--- src/rtl/shift_reg_serial_tx_if.sv ---
// Word-in / serial-out bundle of the PLL control shift-register loader.
// The master pushes parallel words. The slave (the transmitter) drives
// the serial side and the status outputs.
interface shift_reg_serial_tx_if #(
   parameter int WIDTH = 9
);
   logic [WIDTH-1:0] s_data;
   logic             s_valid;
   logic             s_ready;
   logic             en;
   logic             sdata;
   logic             busy;
   logic             frame_done;

   modport master (
      output s_data, s_valid,
      input  s_ready, en, sdata, busy, frame_done
   );

   modport slave (
      input  s_data, s_valid,
      output s_ready, en, sdata, busy, frame_done
   );
endinterface

--- src/rtl/shift_reg_serial_tx.sv ---
// Parallel-to-serial transmitter feeding the PLL control shift register.
// It shifts each word out with an enable window, one bit per sclk.
// A one-word holding buffer allows back-to-back frames, and GAP idle
// cycles separate consecutive frames.
module shift_reg_serial_tx #(
   parameter int WIDTH     = 9,
   parameter int GAP       = 2,
   parameter int MSB_FIRST = 1
) (
   input  logic                 sclk,
   input  logic                 rst,
   shift_reg_serial_tx_if.slave bus
);
   localparam int BCW = (WIDTH > 1) ? $clog2(WIDTH) : 1;
   localparam int GCW = (GAP > 1) ? $clog2(GAP) : 1;

   typedef enum logic [1:0] {S_IDLE, S_SHIFT, S_GAP} state_t;

   state_t           r_state, w_state_nxt;
   logic [WIDTH-1:0] r_sr, w_sr_nxt;
   logic [WIDTH-1:0] r_hb, w_hb_nxt;
   logic             r_hb_full, w_hb_full_nxt;
   logic [BCW-1:0]   r_bc, w_bc_nxt;
   logic [GCW-1:0]   r_gc, w_gc_nxt;
   logic             r_frame_done, w_frame_done_nxt;
   logic             r_busy;
   logic             w_accept;
   logic             w_launch;
   logic             w_out_bit;
   logic [WIDTH-1:0] w_sr_shifted;

   // Output end of the shifter and the zero-filled shift toward it.
   if (MSB_FIRST != 0) begin : g_msb
      assign w_out_bit    = r_sr[WIDTH-1];
      assign w_sr_shifted = {r_sr[WIDTH-2:0], 1'b0};
   end else begin : g_lsb
      assign w_out_bit    = r_sr[0];
      assign w_sr_shifted = {1'b0, r_sr[WIDTH-1:1]};
   end

   // Ready depends only on the buffer flag, so s_valid has no
   // combinational path to it.
   assign w_accept       = bus.s_valid & ~r_hb_full;
   assign bus.s_ready    = ~r_hb_full;
   assign bus.en         = (r_state == S_SHIFT);
   assign bus.sdata      = (r_state == S_SHIFT) ? w_out_bit : 1'b0;
   assign bus.busy       = r_busy;
   assign bus.frame_done = r_frame_done;

   // Next-state logic. w_launch marks every point where a new frame may
   // start: the buffered word wins over a bypass of the incoming word.
   always_comb begin
      w_state_nxt      = r_state;
      w_sr_nxt         = r_sr;
      w_hb_nxt         = r_hb;
      w_hb_full_nxt    = r_hb_full;
      w_bc_nxt         = r_bc;
      w_gc_nxt         = r_gc;
      w_frame_done_nxt = 1'b0;
      w_launch         = 1'b0;

      case (r_state)
         S_IDLE: w_launch = 1'b1;
         S_SHIFT: begin
            w_sr_nxt = w_sr_shifted;
            w_bc_nxt = r_bc + BCW'(1);
            if (r_bc == BCW'(WIDTH - 1)) begin
               w_bc_nxt         = '0;
               w_frame_done_nxt = 1'b1;
               if (GAP > 0) begin
                  w_state_nxt = S_GAP;
                  w_gc_nxt    = GCW'(GAP - 1);
               end else begin
                  w_launch = 1'b1;
               end
            end
         end
         S_GAP: begin
            if (r_gc == '0) w_launch = 1'b1;
            else            w_gc_nxt = r_gc - GCW'(1);
         end
         default: w_state_nxt = S_IDLE;
      endcase

      if (w_launch) begin
         if (r_hb_full) begin
            w_sr_nxt      = r_hb;
            w_hb_full_nxt = 1'b0;
            w_state_nxt   = S_SHIFT;
         end else if (w_accept) begin
            w_sr_nxt    = bus.s_data;
            w_state_nxt = S_SHIFT;
         end else begin
            w_state_nxt = S_IDLE;
         end
      end else if (w_accept) begin
         w_hb_nxt      = bus.s_data;
         w_hb_full_nxt = 1'b1;
      end
   end

   // State and datapath registers. Reset aborts any frame in flight.
   always_ff @(posedge sclk) begin
      if (rst) begin
         r_state      <= S_IDLE;
         r_sr         <= '0;
         r_hb         <= '0;
         r_hb_full    <= 1'b0;
         r_bc         <= '0;
         r_gc         <= '0;
         r_frame_done <= 1'b0;
         r_busy       <= 1'b0;
      end else begin
         r_state      <= w_state_nxt;
         r_sr         <= w_sr_nxt;
         r_hb         <= w_hb_nxt;
         r_hb_full    <= w_hb_full_nxt;
         r_bc         <= w_bc_nxt;
         r_gc         <= w_gc_nxt;
         r_frame_done <= w_frame_done_nxt;
         r_busy       <= (w_state_nxt != S_IDLE) | w_hb_full_nxt;
      end
   end
endmodule

--- src/flat_wrapper.sv ---
// flat-port wrapper written by rule: the top's interface ports become plain ports
module shift_reg_serial_tx_flat 
#(
   parameter int WIDTH     = 9,
   parameter int GAP       = 2,
   parameter int MSB_FIRST = 1
)
  (sclk, rst, bus_s_data, bus_s_valid, bus_s_ready, bus_en, bus_sdata, bus_busy, bus_frame_done);
  shift_reg_serial_tx_if #(.WIDTH(WIDTH)) bus_i ();
  input  logic sclk;
  input  logic rst;
  input wire logic [$bits(bus_i.s_data)-1:0] bus_s_data;
  input wire logic [$bits(bus_i.s_valid)-1:0] bus_s_valid;
  output wire logic [$bits(bus_i.s_ready)-1:0] bus_s_ready;
  output wire logic [$bits(bus_i.en)-1:0] bus_en;
  output wire logic [$bits(bus_i.sdata)-1:0] bus_sdata;
  output wire logic [$bits(bus_i.busy)-1:0] bus_busy;
  output wire logic [$bits(bus_i.frame_done)-1:0] bus_frame_done;
  assign bus_i.s_data = bus_s_data;
  assign bus_i.s_valid = bus_s_valid;
  assign bus_s_ready = bus_i.s_ready;
  assign bus_en = bus_i.en;
  assign bus_sdata = bus_i.sdata;
  assign bus_busy = bus_i.busy;
  assign bus_frame_done = bus_i.frame_done;
  shift_reg_serial_tx #(.WIDTH(WIDTH), .GAP(GAP), .MSB_FIRST(MSB_FIRST)) u_core (.sclk(sclk), .rst(rst), .bus(bus_i));
endmodule
--- config.mk ---
export PLATFORM = sky130hd
export DESIGN_NAME = shift_reg_serial_tx_flat
export DESIGN_NICKNAME = d
export VERILOG_FILES = /design/src/rtl/shift_reg_serial_tx_if.sv /design/src/rtl/shift_reg_serial_tx.sv /design/src/flat_wrapper.sv
export SDC_FILE = /design/constraint.sdc
export NUM_CORES = 1
export LEC_CHECK = 0
export CORE_ASPECT_RATIO = 0.7
export CORE_MARGIN = 2
export CORE_UTILIZATION = 40
export CTS_BUF_LIST = sky130_fd_sc_hd__clkbuf_8
export CTS_CLUSTER_DIAMETER = 120
export DETAILED_ROUTE_END_ITERATION = 16
export GPL_ROUTABILITY_DRIVEN = 0
export PLACE_DENSITY = 0.61
export SLEW_MARGIN = 30
export SYNTH_ARGS = -nofsm -noshare
export SYNTH_HDL_FRONTEND = slang
export SYNTH_SLANG_ARGS = --single-unit
--- constraint.sdc ---
create_clock -name sclk -period 1.2 [get_ports sclk]
set_input_delay 0.12 -clock sclk [delete_from_list [all_inputs] [get_ports sclk]]
set_output_delay 0.12 -clock sclk [all_outputs]
set_load 0.01 [all_outputs]
; Word-level counts from Yosys, hierarchy flattened
; Cells that the tools add are included.
[totals]
ff_bits = 28
inputBits = 12
output_inout_bits = 5
word_cells = 45
[op_classes]
add_sub_neg = 2
n_eq_ne = 4
muxes = 19
bitwise_logic = 5
reduce_logical = 7
[ops]
columns = operator, n
row1 = $mux 9, 4
row2 = $mux 1, 8
row3 = $mux 2, 3
row4 = $add 4x1->4 const B, 1
row5 = $eq 4x4->1 const B, 1
row6 = $mux 4, 1
row7 = $pmux 1 s2, 2
row8 = $pmux 2 s2, 1
row9 = $reduce_and 2->1, 2
row10 = $reduce_bool 2->1, 2
row11 = $reduce_or 2->1, 2
row12 = $not 1->1, 3
row13 = $eq 2x1->1 const B, 1
row14 = $eq 2x2->1 const B, 1
row15 = $logic_not 2->1, 1
row16 = $ne 2x1->1 const B, 1
row17 = $and 1x1->1, 1
row18 = $or 1x1->1, 1
row19 = $sub 1x1->1 const B, 1

; Depth between registers and ports, before layout
[logic_depth]
word_depth = 7
ltp_mapped = 7
mapped_depth_nobuf = 5

; Least setup slack after synthesis
; OpenSTA, ideal clock, no wires.
[synth_timing]
path_type = flip-flop to flip-flop
start = register u_core.r_state[1]
end = register u_core.r_sr[5]
setup_ns = 0.128
t_arrival_ns = 1.234
required_ns = 1.072
path_slack_ns = -0.162
path_stages_with_launch = 8
n_path_buf = 2
synth_period_minus_slack_ns = 1.362
path_cell_list = dfxtp_1 -> nand2b_1 -> buf_6 -> inv_4 -> buf_6 -> mux2_4 -> a22oi_2 -> nor2_1
[synth_between]
elab_chain_cells = 5
word_cells_on_any_way = 8
classes_between = 2 x eq/ne / 5 x mux / 1 x reduce/logical
[synth_rtl]
columns = element, line_no
row1 = start: declaration, shift_reg_serial_tx.sv:19  ; state_t r_state, w_state_nxt;
row2 = start signal: assignment, shift_reg_serial_tx.sv:114  ; r_state <= w_state_nxt;
row3 = $eq 2x1->1 *, --
row4 = via bus_en, flat_wrapper.sv:15  ; output wire logic [$bits(bus_i.en)-1:0] bus_en;
row5 = $mux 9 *, shift_reg_serial_tx.sv:62  ; case (r_state)
row6 = $mux 9, shift_reg_serial_tx.sv:90  ; end else if (w_accept) begin
row7 = $mux 9, shift_reg_serial_tx.sv:86  ; if (r_hb_full) begin
row8 = $mux 9 *, shift_reg_serial_tx.sv:85  ; if (w_launch) begin
row9 = end signal: assignment, shift_reg_serial_tx.sv:115  ; r_sr <= w_sr_nxt;
row10 = end: declaration, shift_reg_serial_tx.sv:20  ; logic [WIDTH-1:0] r_sr, w_sr_nxt;
; The timed path passes the listed nets; every way through them passes the cells marked *.
; A chain may end at the register's enable or synchronous reset.

; Worst setup path after layout
[layout_timing]
start = register u_core.r_state[1]
end = register u_core.r_sr[3]
[layout_between]
elab_chain_cells = 5
word_cells_on_any_way = 8
classes_between = 2 x eq/ne / 5 x mux / 1 x reduce/logical
[layout_rtl]
columns = element, line_no
row1 = $eq 2x1->1, shift_reg_serial_tx.sv:62
row2 = $mux 9, shift_reg_serial_tx.sv:62
row3 = $mux 9, shift_reg_serial_tx.sv:90
row4 = $mux 9, shift_reg_serial_tx.sv:86
row5 = $mux 9 *, shift_reg_serial_tx.sv:85
; Every way passes the cells marked *; elsewhere a longest branch is shown, timed or not.

==> flow_summary.json <==
{
  "grt_first_pass_wirelength_um": 4970,
  "hpwl_um": 1920,
  "finalHoldViolCount": 0,
  "syn-cell-area_um2": 1280,
  "fillers": 276,
  "cp_max_fo": 7,
  "path_cells": "nand2b_4 > inv_6 > buf_12 > mux2_4 > a22oi_2 > nor2_1",
  "overflow": 0,
  "critPathCapture": "u_core.r_sr[3]",
  "start_util": 0.411,
  "reg2regPathDepth": 6,
  "vias": 1061,
  "p_clk_frac": 0.291,
  "cp-end-kind": "register",
  "peakVddDrop_mv": 0.850,
  "wl_um": 2900,
  "crit_family": "flip-flops",
  "power_frac_comb": 0.212,
  "async_flop_share": 0,
  "drt-pass1-iter-count": 4,
  "yosys_warnings": 0,
  "fin_tns_setup_ns": -1.30,
  "clk_latency_ns": 0.28,
  "synth_top_area_frac": 0.439,
  "drt-initial-drc-count": 69,
  "p_seq_frac": 0.497,
  "nets": 193,
  "cts_tree": "done",
  "mostFrequentLayoutCells": "nand2_1 (23), dfxtp_1 (23), nor2_1 (21)",
  "wire_per_inst_um": 13.4,
  "cp_num_buf_inv": 2,
  "synth-xor-area-share": 0.0137,
  "r2r_slack_ns": -0.11,
  "timing.hold.ws_ns": 0.482,
  "critPathRequiredTime_ns": 1.38,
  "grt_antenna_before_repair": 0,
  "setup_viol": 19,
  "holdCritPathClass": "reg -> reg",
  "syn_nets": 160,
  "final_antenna_net_count": 0,
  "ctsLongestPathBuffers": 2,
  "startpoint": "u_core.r_state[1]",
  "clock-root-buffer": "clkbuf_8",
  "avgSynthCellArea_um2": 8.75,
  "vias_per_cell": 4.91,
  "setup_slack_ns": -0.115,
  "slew_violations": 0,
  "finClkSkew_ns": 0.00381,
  "yosys.area.top_type": "dfxtp_1",
  "multi_input_area_um2": 696,
  "min_period_ns": 1.31,
  "synthFlopType": "dfxtp_1",
  "clkSinkCount": 28,
  "synth_mux_area_frac": 0.150,
  "powerDensity_nw_per_um2": 1160,
  "coreArea_um2": 3110,
  "cp_num_cells": 6,
  "worst_pin_slew_ns": 0.371,
  "dieArea_um2": 3670,
  "first_global_vias": 1077,
  "port_buffers": 16,
  "violations": "negative setup slack",
  "p_leak_uw": 0.000695,
  "synth-seq-cells": 28,
  "die_h_um": 51.3,
  "io_pins": 17,
  "seq_area_um2": 567,
  "drive_gt1_frac": 0.292,
  "fmax_mhz": 761,
  "synthAdderAreaFrac": 0.0196,
  "synth_compound_area_frac": 0.137,
  "design_area_um2": 1750,
  "critPathLaunchType": "register",
  "timing.final.crit_share": 1.10,
  "h-tree-depth": 1,
  "netSwitchingFraction": 0.256,
  "synth_top_family_by_area": "simple AND/OR/NAND/NOR gates",
  "fin_util": 0.563,
  "cp_slowest_cell": "dfxtp_2",
  "rsz0062_at_grt": "true",
  "p_total_uw": 2030,
  "critical_path_arrival_ns": 1.49,
  "synth_area_leaders": "dfxtp_1 (44%), mux2i_1 (7.1%), nand2_1 (6.8%)",
  "crit_type": "reg -> reg",
  "power.internal_uw": 1510,
  "synth_edf_count": 0,
  "synth-simple-area-share": 0.182,
  "rows": 17,
  "place_area_um2": 1600,
  "numCtsBuffers": 3,
  "die_w_um": 71.5,
  "reg2reg_from": "u_core.r_state[1]",
  "max_stage_delay_ns": 0.34,
  "cts.clk_slew.worst_paths_ns": 0.10,
  "relSlewSlack": 0.750,
  "p_sw_uw": 521,
  "max_cap_viol_count": 0,
  "yosysSeqAreaShare": 0.439,
  "syn_inst": 146,
  "grtUsageTotal": 0.179,
  "ys_types": 29,
  "ctsHoldBuffers": 0,
  "reg2reg_to": "u_core.r_sr[3]",
  "status": "finished with violations",
  "route.detailed.drc": 0,
  "synthToLayoutAreaGrowth_pct": 36.9,
  "diodes": 0,
  "grt_max_degree": 29
}
-- power groups by stage --
stage               clock network, uW  logic, uW  registers, uW
floorplan                           0        229           1020
global placement                    0        374           1030
detailed placement                  0        380           1030
CTS                               604        428           1010
global route                      655        469           1010
finish                            592        431           1010
-- metal layers --
layer  track usage  vias up  wire length [um]
li1              -      555                 -
met1         0.238      485              1500
met2         0.276       17              1240
met3        0.0552        4               125
met4        0.0597        0                31
met5             0        -                 0
-- Yosys cell counts (all sizes together) (2+ instances only) --
| library cell | instances |
|---|---|
| o21ai | 11 |
| mux2i | 9 |
| a21oi | 6 |
| nor2 | 21 |
| nand3b | 2 |
| xor2 | 2 |
| clkbuf | 6 |
| ha | 2 |
| nor3 | 3 |
| dfxtp | 28 |
| inv | 5 |
| buf | 4 |
| mux2 | 8 |
| nand2 | 23 |
| a22oi | 8 |
-- worst register-to-register path: stages, from the launching register on --
cell      delay, ns
dfxtp_2        0.34
nand2b_4       0.16
inv_6          0.07
buf_12         0.12
mux2_4         0.31
a22oi_2        0.14
nor2_1         0.06
-- how the worst min path moves through the flow --
| stage | cells after the start | startpoint | end | slack, ns |
|---|---|---|---|---|
| after floorplan | 2 | bus_s_data[0] | u_core.r_hb[0] | 0.27 |
| after global placement | 2 | u_core.r_hb[1] | u_core.r_hb[1] | 0.47 |
| after detailed placement | 2 | u_core.r_hb[6] | u_core.r_hb[6] | 0.48 |
| final | 2 | u_core.r_bc[0] | u_core.r_bc[0] | 0.48 |
| after CTS | 3 | bus_s_data[2] | u_core.r_hb[2] | 0.49 |
| after global routing | 3 | bus_s_data[6] | u_core.r_hb[6] | 0.49 |
-- metrics by stage --
step / worst slack (ns) / cells
finish: -0.115 / 216
global route: -0.164 / 216
CTS: -0.0949 / 216
detailed placement: -0.319 / 206
global placement: -0.292 / 206
floorplan: -0.139 / 146
-- what timing repair did --
action	4_1_cts	5_1_grt
pin swaps	5	4
endpoints found under the hold margin	0	0
buffers inserted	6	0
resized for setup	26	3
cloned	0	0
setup endpoints to repair	25	27
-- final cells by class --
class | count | share of cell area
timing repair buffer | 38 | 0.206
clock buffer | 4 | 0.0315
multi-input combinational | 103 | 0.398
inverter | 5 | 0.0136
sequential | 28 | 0.324
tap | 38 | 0.0272
-- sequential cells by signal (all words and copies together) (netlist names) --
| name | count |
|---|---|
| u_core.r_sr | 9 |
| u_core.r_gc | 1 |
| u_core.bus.busy | 1 |
| u_core.r_bc | 4 |
| u_core.r_hb | 9 |
| u_core.r_hb_full | 1 |
| u_core.r_state | 2 |
| u_core.bus.frame_done | 1 |
-- kinds of logic (layout without fill, tap and decap cells) --
group / after synthesis / in the layout
flops: 28 / 28
mux: 17 / 17
simple gates: 55 / 55
compound gates: 27 / 27
fa+ha+maj: 2 / 2
buf+inv: 15 / 47
xor+xnor: 2 / 2
Note: power is estimated with default switching activity, not from simulation.
